### config.mk
export PLATFORM = sky130hd
export DESIGN_NAME = dcache_responder
export DESIGN_NICKNAME = d
export VERILOG_FILES = /design/src/rtl/dcache_responder.sv
export SDC_FILE = /design/constraint.sdc
export NUM_CORES = 2
export LEC_CHECK = 0
export ABC_AREA = 1
export CELL_PAD_IN_SITES_DETAIL_PLACEMENT = 1
export CELL_PAD_IN_SITES_GLOBAL_PLACEMENT = 1
export CORE_ASPECT_RATIO = 0.7
export CORE_MARGIN = 5
export CORE_UTILIZATION = 45
export CTS_CLUSTER_SIZE = 25
export DETAILED_ROUTE_END_ITERATION = 12
export PLACE_DENSITY = 0.73
export SYNTH_ARGS = -nofsm -noshare
export SYNTH_HDL_FRONTEND = slang
export SYNTH_SLANG_ARGS = --single-unit
### constraint.sdc
create_clock -name clk -period 6 [get_ports clk]
set_clock_uncertainty 0.15 [all_clocks]
set_input_delay 0.6 -clock clk [delete_from_list [all_inputs] [get_ports clk]]
set_output_delay 0.6 -clock clk [all_outputs]
set_load 0.005 [all_outputs]
### src/rtl/dcache_responder.sv
// Direct-mapped, write-through, no-write-allocate data cache between the ME stage and RAM.
// Hits answer combinationally; a miss refills the whole line in word order, and each store drains to memory.
module dcache_responder #(
    parameter int INDEX_BITS = 4,
    parameter int OFFS_BITS  = 2
) (
    input  logic        clk,
    input  logic        rst,
    input  logic        cpu_req,
    input  logic        cpu_we,
    input  logic [3:0]  cpu_wstrb,
    input  logic [31:0] cpu_addr,
    input  logic [31:0] cpu_wdata,
    output logic [31:0] cpu_rdata,
    output logic        cpu_stall,
    output logic        mem_req,
    output logic        mem_we,
    output logic [31:0] mem_addr,
    output logic [31:0] mem_wdata,
    output logic [3:0]  mem_wstrb,
    input  logic        mem_ack,
    input  logic [31:0] mem_rdata
);
    localparam int TAG_BITS = 32 - INDEX_BITS - OFFS_BITS - 2;
    localparam int LINES    = 2 ** INDEX_BITS;
    localparam int WORDS    = 2 ** (INDEX_BITS + OFFS_BITS);

    typedef enum logic [1:0] {S_IDLE, S_REFILL, S_RDONE, S_WRITE} state_e;

    state_e               state_q, state_d;
    logic [OFFS_BITS-1:0] cnt_q, cnt_d;
    logic                 retire_q, retire_d;
    logic [LINES-1:0]     valid_q;
    logic [TAG_BITS-1:0]  tag_q  [LINES];
    logic [31:0]          data_q [WORDS];

    logic [TAG_BITS-1:0]   addr_tag;
    logic [INDEX_BITS-1:0] addr_idx;
    logic [OFFS_BITS-1:0]  addr_off;
    logic                  unused_byte_bits;

    assign addr_tag         = cpu_addr[31 -: TAG_BITS];
    assign addr_idx         = cpu_addr[OFFS_BITS+2 +: INDEX_BITS];
    assign addr_off         = cpu_addr[2 +: OFFS_BITS];
    assign unused_byte_bits = ^cpu_addr[1:0];

    logic        hit;
    logic [31:0] word_rd;
    logic        valid_clr, valid_set, refill_we, store_merge;

    assign hit     = valid_q[addr_idx] && (tag_q[addr_idx] == addr_tag);
    assign word_rd = data_q[{addr_idx, addr_off}];

    always_comb begin
        // NOTE: every output of this block gets a default first, so no path can infer a latch.
        state_d     = state_q;
        cnt_d       = cnt_q;
        retire_d    = 1'b0;
        valid_clr   = 1'b0;
        valid_set   = 1'b0;
        refill_we   = 1'b0;
        store_merge = 1'b0;
        cpu_rdata   = '0;
        cpu_stall   = 1'b0;
        mem_req     = 1'b0;
        mem_we      = 1'b0;
        mem_addr    = '0;
        mem_wdata   = '0;
        mem_wstrb   = '0;

        unique case (state_q)
            S_IDLE: begin
                // retire_q marks the cycle in which a just-drained store is released.
                if (cpu_req && !retire_q) begin
                    if (cpu_we) begin
                        cpu_stall   = 1'b1;
                        store_merge = hit;
                        state_d     = S_WRITE;
                    end else if (hit) begin
                        cpu_rdata = word_rd;
                    end else begin
                        cpu_stall = 1'b1;
                        valid_clr = 1'b1;
                        cnt_d     = '0;
                        state_d   = S_REFILL;
                    end
                end
            end
            S_REFILL: begin
                cpu_stall = 1'b1;
                mem_req   = 1'b1;
                mem_addr  = {addr_tag, addr_idx, cnt_q, 2'b00};
                if (mem_ack) begin
                    refill_we = 1'b1;
                    cnt_d     = cnt_q + OFFS_BITS'(1);
                    if (cnt_q == '1) begin
                        valid_set = 1'b1;
                        state_d   = S_RDONE;
                    end
                end
            end
            S_RDONE: begin
                cpu_rdata = word_rd;
                state_d   = S_IDLE;
            end
            S_WRITE: begin
                cpu_stall = 1'b1;
                mem_req   = 1'b1;
                mem_we    = 1'b1;
                mem_addr  = {cpu_addr[31:2], 2'b00};
                mem_wdata = cpu_wdata;
                mem_wstrb = cpu_wstrb;
                if (mem_ack) begin
                    retire_d = 1'b1;
                    state_d  = S_IDLE;
                end
            end
            default: state_d = S_IDLE;
        endcase

        // Outputs read as idle for the whole time reset is held, even with a request pending.
        if (!rst) begin
            cpu_rdata = '0;
            cpu_stall = 1'b0;
            mem_req   = 1'b0;
            mem_we    = 1'b0;
            mem_addr  = '0;
            mem_wdata = '0;
            mem_wstrb = '0;
        end
    end

    always_ff @(posedge clk or negedge rst) begin
        if (!rst) begin
            state_q  <= S_IDLE;
            cnt_q    <= '0;
            retire_q <= 1'b0;
            valid_q  <= '0;
        end else begin
            state_q  <= state_d;
            cnt_q    <= cnt_d;
            retire_q <= retire_d;
            if (valid_clr) begin
                valid_q[addr_idx] <= 1'b0;
            end else if (valid_set) begin
                valid_q[addr_idx] <= 1'b1;
            end
        end
    end

    // NOTE: tag and data arrays have no reset; valid_q alone decides whether their contents count.
    always_ff @(posedge clk) begin
        if (refill_we) begin
            data_q[{addr_idx, cnt_q}] <= mem_rdata;
        end
        if (valid_set) begin
            tag_q[addr_idx] <= addr_tag;
        end
        if (store_merge) begin
            for (int b = 0; b < 4; b++) begin
                if (cpu_wstrb[b]) begin
                    data_q[{addr_idx, addr_off}][8*b +: 8] <= cpu_wdata[8*b +: 8];
                end
            end
        end
    end

endmodule

==> results_dict.tcl <==
set metrics [dict create \
    viasPerCell 6.14 \
    status "finished clean" \
    endpoint "cpu_rdata[8]" \
    start_util 0.451 \
    clkTransAtPathRegs_ps 60 \
    design.core.area_um2 219000 \
    cp_common_cell "nand2_1" \
    drc 0 \
    maxCapViolCount 0 \
    finalSetupViolations 0 \
    synth_edf_count 2432 \
    synthDistinctLibCells 49 \
    rows 144 \
    place_inst 11100 \
    leakagePower_uw 0.0390 \
    r2r_cells 20 \
    multi_input_area_um2 23300 \
    worstSetupStartpoint "cpu_addr[6]" \
    cts_num_sinks 2453 \
    grt_max_degree 141 \
    max_slew_margin 0.259 \
    slowest_delay_ps 830 \
    worstPathCellList "clkdlybuf4s50_1, nor2_4, buf_4, nand2_1, nand2_1, o21ai_0, nand2_1, nand2_1, nor2_1, nand3_1, nor2_4, nand3_1, nand2_1, nand2_2, buf_12, a31oi_1, clkdlybuf4s50_1" \
    regArea_um2 73600 \
    wl_per_cell_um 29.8 \
    fillerInstances 22200 \
    critPathSlowestCell "clkdlybuf4s50_1" \
    ant_nets 0 \
    crit_cells 17 \
    final.period_utilization 0.992 \
    slew_violations 0 \
    arrival_ps 5200 \
    grt_setup_unrepaired "false" \
    gp_congestion 0.898 \
    yosys_warnings 0 \
    vias 70900 \
    r2r_slack_ps 570 \
    fin_cells 11600 \
    cts-root-buf "clkbuf_16" \
    cts_buffers 234 \
    hpwl_um 215000 \
    cp_top_family "simple AND/OR/NAND/NOR gates" \
    dr.pass1.iters 6 \
    worstPathBufferInverterCount 4 \
    hold_class "input pin to flop" \
    crit_required_ps 5250 \
    ys.flop_type "edfxtp_1" \
    critical_path.reg2reg.startpoint "tag_q[15][17]$_DFFE_PP_" \
    synthTopCellsByArea "edfxtp_1 74%, o21ai_0 5.5%, nor2_1 5.4%" \
    crit_path_start_kind "input pin" \
    cts-htree-levels 4 \
    drt_iter0_drc 9542 \
    syn_inst 8006 \
    peakVddDrop_v 0.000253 \
    power.density_nw_per_um2 319 \
    yosysSeqAreaShare 0.743 \
    setup_tns_ps 0 \
    final_nets 8562 \
    syn_to_final_growth_pct 16.3 \
    grt_pass1_vias 71300 \
    io_buffers 203 \
    synth_area_um2 99000 \
    min_from "cpu_addr[17]" \
    synth_top_cell_by_area "edfxtp_1" \
    cts_tree "done" \
    layout_setup_ws_ps 48.3 \
    die_x_um 571 \
    max_freq_mhz 168 \
    clock_latency_ps 900 \
    grt_pass1_wl_um 496000 \
    synth_area_per_cell_um2 12.4 \
    worst_slew_pin_slew_ps 1110 \
    num_io_pins 208 \
    hold_viol 0 \
    fin_crit_ps 5950 \
    place_ws_ps -341 \
    end_kind "output port" \
    antenna_found_initial 15 \
    die_area_um2 230000 \
    ys_seq_elements 2453 \
    crit_fanout 29 \
    drive_gt1_frac 0.118 \
    async_flop_share 0.00856 \
    clk_path_buf_depth 4 \
    routed_wl_um 344000 \
    grt.total_usage 0.293 \
    synth_top_area_frac 0.738 \
    synth_most_common_cell "edfxtp_1" \
    die-height_um 402 \
    criticalPathCategory "input pin to output port" \
    yosys-top-cells-count "2,432 x edfxtp_1, 1,435 x nor2_1, 1,378 x nand2_1" \
    grt-ovfl-total 0 \
    r2r_end "data_q[5][23]$_DFFE_PP_" \
]
## registers in the layout, indices dropped and copies added (netlist names), named ones only
register and count:
state_q 2, tag_q 384, retire_q 1, data_q 2048
cnt_q 2
## worst register-to-register path: stages, from the launching register on
cell and delay [ps]:
edfxtp_1 370, nand2_1 90, nand2_1 70, nand2_1 50, nand2_1 110, nand2_1 80
nand2_1 80, o21ai_1 230, nand2_1 120, nor2_1 220, nand2_1 80, nor2_1 210
nand2_1 240, nor2_4 240, o211ai_1 170, nand3_1 190, nand2_4 240, nor2_8 520
nand3_1 810, nor2_1 570, buf_4 280
## per-stage QoR
stage          hold slack, ps  total power, uW  utilization  cell area, um2
6_report                  321            36800        0.525          115000
2_1_floorplan             154            21100            -           99000
4_1_cts                   281            36800        0.525          115000
5_1_grt                   324            37900        0.525          115000
3_5_place_dp              346            22600        0.492          108000
3_3_place_gp              337            22500        0.492          108000
## worst min path at each step
stage	end	slack [ps]	depth (start not counted)
CTS	tag_q[8][9]$_DFFE_PP_	280	1
detailed placement	flop	350	2
finish	tag_q[8][9]$_DFFE_PP_	320	1
global route	tag_q[8][2]$_DFFE_PP_	320	2
floorplan	asynchronous set/reset pin	150	0
global placement	flop	340	2
## repair_timing
action,CTS,global route
gates resized for setup,0,1
setup endpoints to repair,0,5
buffers inserted,0,6
hold buffers,1,0
endpoints found under the hold margin,21,0
## metal layers
layer | part of all wire | vias up | GRT usage
met5 | 0.00071 | - | 0
met4 | 0.038 | 10 | 0.100
met3 | 0.11 | 715 | 0.0698
met2 | 0.44 | 3964 | 0.440
met1 | 0.41 | 36300 | 0.420
li1 | - | 29900 | -
## where the power goes
| part | leakage [uW] | switching [uW] | total, uW | internal (uW) |
|---|---|---|---|---|
| Clock | 0.00351 | 6480 | 14400 | 7930 |
| Combinational | 0.0134 | 2500 | 3390 | 894 |
| Sequential | 0.0221 | 43.4 | 19000 | 18900 |
## cells in the final DEF, fill, tap and decap left out, drive strengths merged, types with 3 or more instances in the layout
| cell | netlist | final |
|---|---|---|
| a21oi | 58 | 58 |
| o211ai | 4 | 4 |
| nand3 | 108 | 108 |
| nand4 | 60 | 60 |
| inv | 113 | 116 |
| nand2 | 1380 | 1380 |
| a22o | 54 | 54 |
| nor3 | 20 | 20 |
| a211oi | 3 | 3 |
| a221oi | 56 | 56 |
| buf | 90 | 550 |
| o21a | 3 | 3 |
| edfxtp | 2432 | 2432 |
| clkdlybuf4s50 | 0 | 199 |
| diode | 0 | 6 |
| o22ai | 521 | 521 |
| a2111oi | 3 | 3 |
| a31oi | 8 | 8 |
| a41oi | 18 | 18 |
| bufinv | 0 | 18 |
| dfrtp | 21 | 21 |
| clkinvlp | 0 | 11 |
| clkbuf | 447 | 288 |
| nor2 | 1472 | 1472 |
| o21ai | 1104 | 1104 |
| clkinv | 5 | 98 |
| o32ai | 11 | 11 |
## kinds of logic after synthesis
group           share of synthesized area
flops                               0.743
fa+ha+maj                        0.000126
simple gates                        0.124
compound gates                      0.106
buf+inv                            0.0268
other cells                     0.0000379
## final cells by class
class	instances	area share
multi-input cells	4899	0.202
diodes	6	0.000130
well taps	2920	0.0317
clock inverters	125	0.00962
flip-flops and latches	2453	0.639
inverters	118	0.00411
repair buffers	750	0.0608
clock buffers	288	0.0528
(Power assumes the default switching activity.)
==> edit, RTL diff (config.mk and constraints unchanged) <==
Reset style: synchronous (`rst`), changed in one clocked block.
--- a/src/rtl/dcache_responder.sv
+++ b/src/rtl/dcache_responder.sv
@@ -130,7 +130,7 @@
         end
     end
 
-    always_ff @(posedge clk or negedge rst) begin
+    always_ff @(posedge clk) begin
         if (!rst) begin
             state_q  <= S_IDLE;
             cnt_q    <= '0;
Check against the original RTL: not settled (the Yosys comparison gave no result); the edit may change what the design does.
==> edit against the original RTL <==
Final cell count hardly changed; core utilization is 0.31 points higher; count of clock-buffer cells in the layout is 12 higher; sequential cell count stayed put; worst setup slack better by 220 ps; wire length is 1.1% lower; largest cell class unchanged; sequential share of layout area is 0.081 points higher; design area is 0.27% lower; synthesized cell count is 0.19% higher; synthesized area is 0.43% lower; total power hardly changed; global-route usage is 0.37 points lower; register-to-register slack better by 510 ps.
==> edit: results (changes against the original RTL) <==
synth.area.top_cells: "edfxtp_1, nor2_1, o21ai_0, nand2_1, o22ai_1"  # was edfxtp_1, o21ai_0, nor2_1, nand2_1, o22ai_1
ctsResizeCount: 1  # was 0
p_comb_frac: 0.087  # was 0.092
gp_congestion: 0.887  # was 0.898
synth_cells: 8021  # was 8006
min_from: "mem_ack"  # was cpu_addr[17]
status: "finished clean"  # unchanged
clk_latency_ps: 870  # was 900 ps
whs_path_depth: 3  # was 1
slowest_delay_ps: 620  # was 830 ps
synth_compound_area_frac: 0.108  # was 0.106
pre_cts_slack_ps: -65.6  # was -341 ps
nets: 8575  # was 8562
ys_types: 44  # was 49
critPathMaxFanout: 24  # was 29
slew_headroom: 0.113  # was 0.259
holdWs_ps: 320  # was 321 ps
p_leak_nw: 38.8  # was 39.0 nW
grt_max_degree: 149  # was 141
grt_usage: 0.289  # was 0.293
antenna_found_initial: 19  # was 15
dp.cells: 11100  # about the same
synthAdderAreaFrac: 0.000127  # was 0.000126
arrival_ps: 4990  # was 5200 ps
drt_first_pass_iters: 7  # was 6
whs_endpoint: "retire_q"  # was tag_q[8][9]
yosysSeqAreaShare: 0.745  # was 0.743
clkPwrFrac: 0.398  # was 0.392
cts_buffers: 233  # was 234
place_area_um2: 108000  # about the same
drive_above_1_share: 0.111  # was 0.118
postSynth.asyncResetShare: 0  # was 0.00856
vdd_ir_drop_max_mv: 0.296  # was 0.253 mV
power_w: 0.0368  # about the same
grt_pass1_wl_um: 491000  # was 496000 µm
r2r_start: "tag_q[14][17]"  # was tag_q[15][17]
worstSetupStartpoint: "cpu_addr[5]"  # was cpu_addr[6]
synth_common_cells: "edfxtp_1, nor2_1, nand2_1, o21ai_0, o22ai_1"  # unchanged
edit: cell count changes in the layout (fill, tap and decap cells not counted), moves of 12 or more:
cell      before   now
a21oi_1       58    75
dfrtp_1       21     0
dfxtp_1        0    21
nand2_1     1374  1344
nand3_2        0    20
nand3_4       20     0
nand4_1       39    55
nand4_2       21     0
nor2_1      1428  1488
nor2_2        33     2
o211ai_1       4    20
o21ai_0     1054  1042
o22ai_1      521   506
edit: routing by layer:
| metal | global-route usage | vias up | routed length [µm] |
|---|---|---|---|
| met5 | 0.00377 | - | 143 |
| met4 | 0.0912 | 22 | 11900 |
| met3 | 0.0726 | 655 | 38400 |
| met2 | 0.440 | 3916 | 153000 |
| met1 | 0.409 | 36400 | 137000 |
| li1 | - | 30000 | - |
edit: final cells by class:
type                            count  area (µm²)
Fill cell                       22000      103000
Sequential cell                  2453       73500
Multi-Input combinational cell   4906       23000
Timing Repair Buffer              752        6930
Clock buffer                      300        6200
Tap cell                         2900        3630
Clock inverter                    123        1120
Inverter                          123         493
Antenna cell                        8        20.0
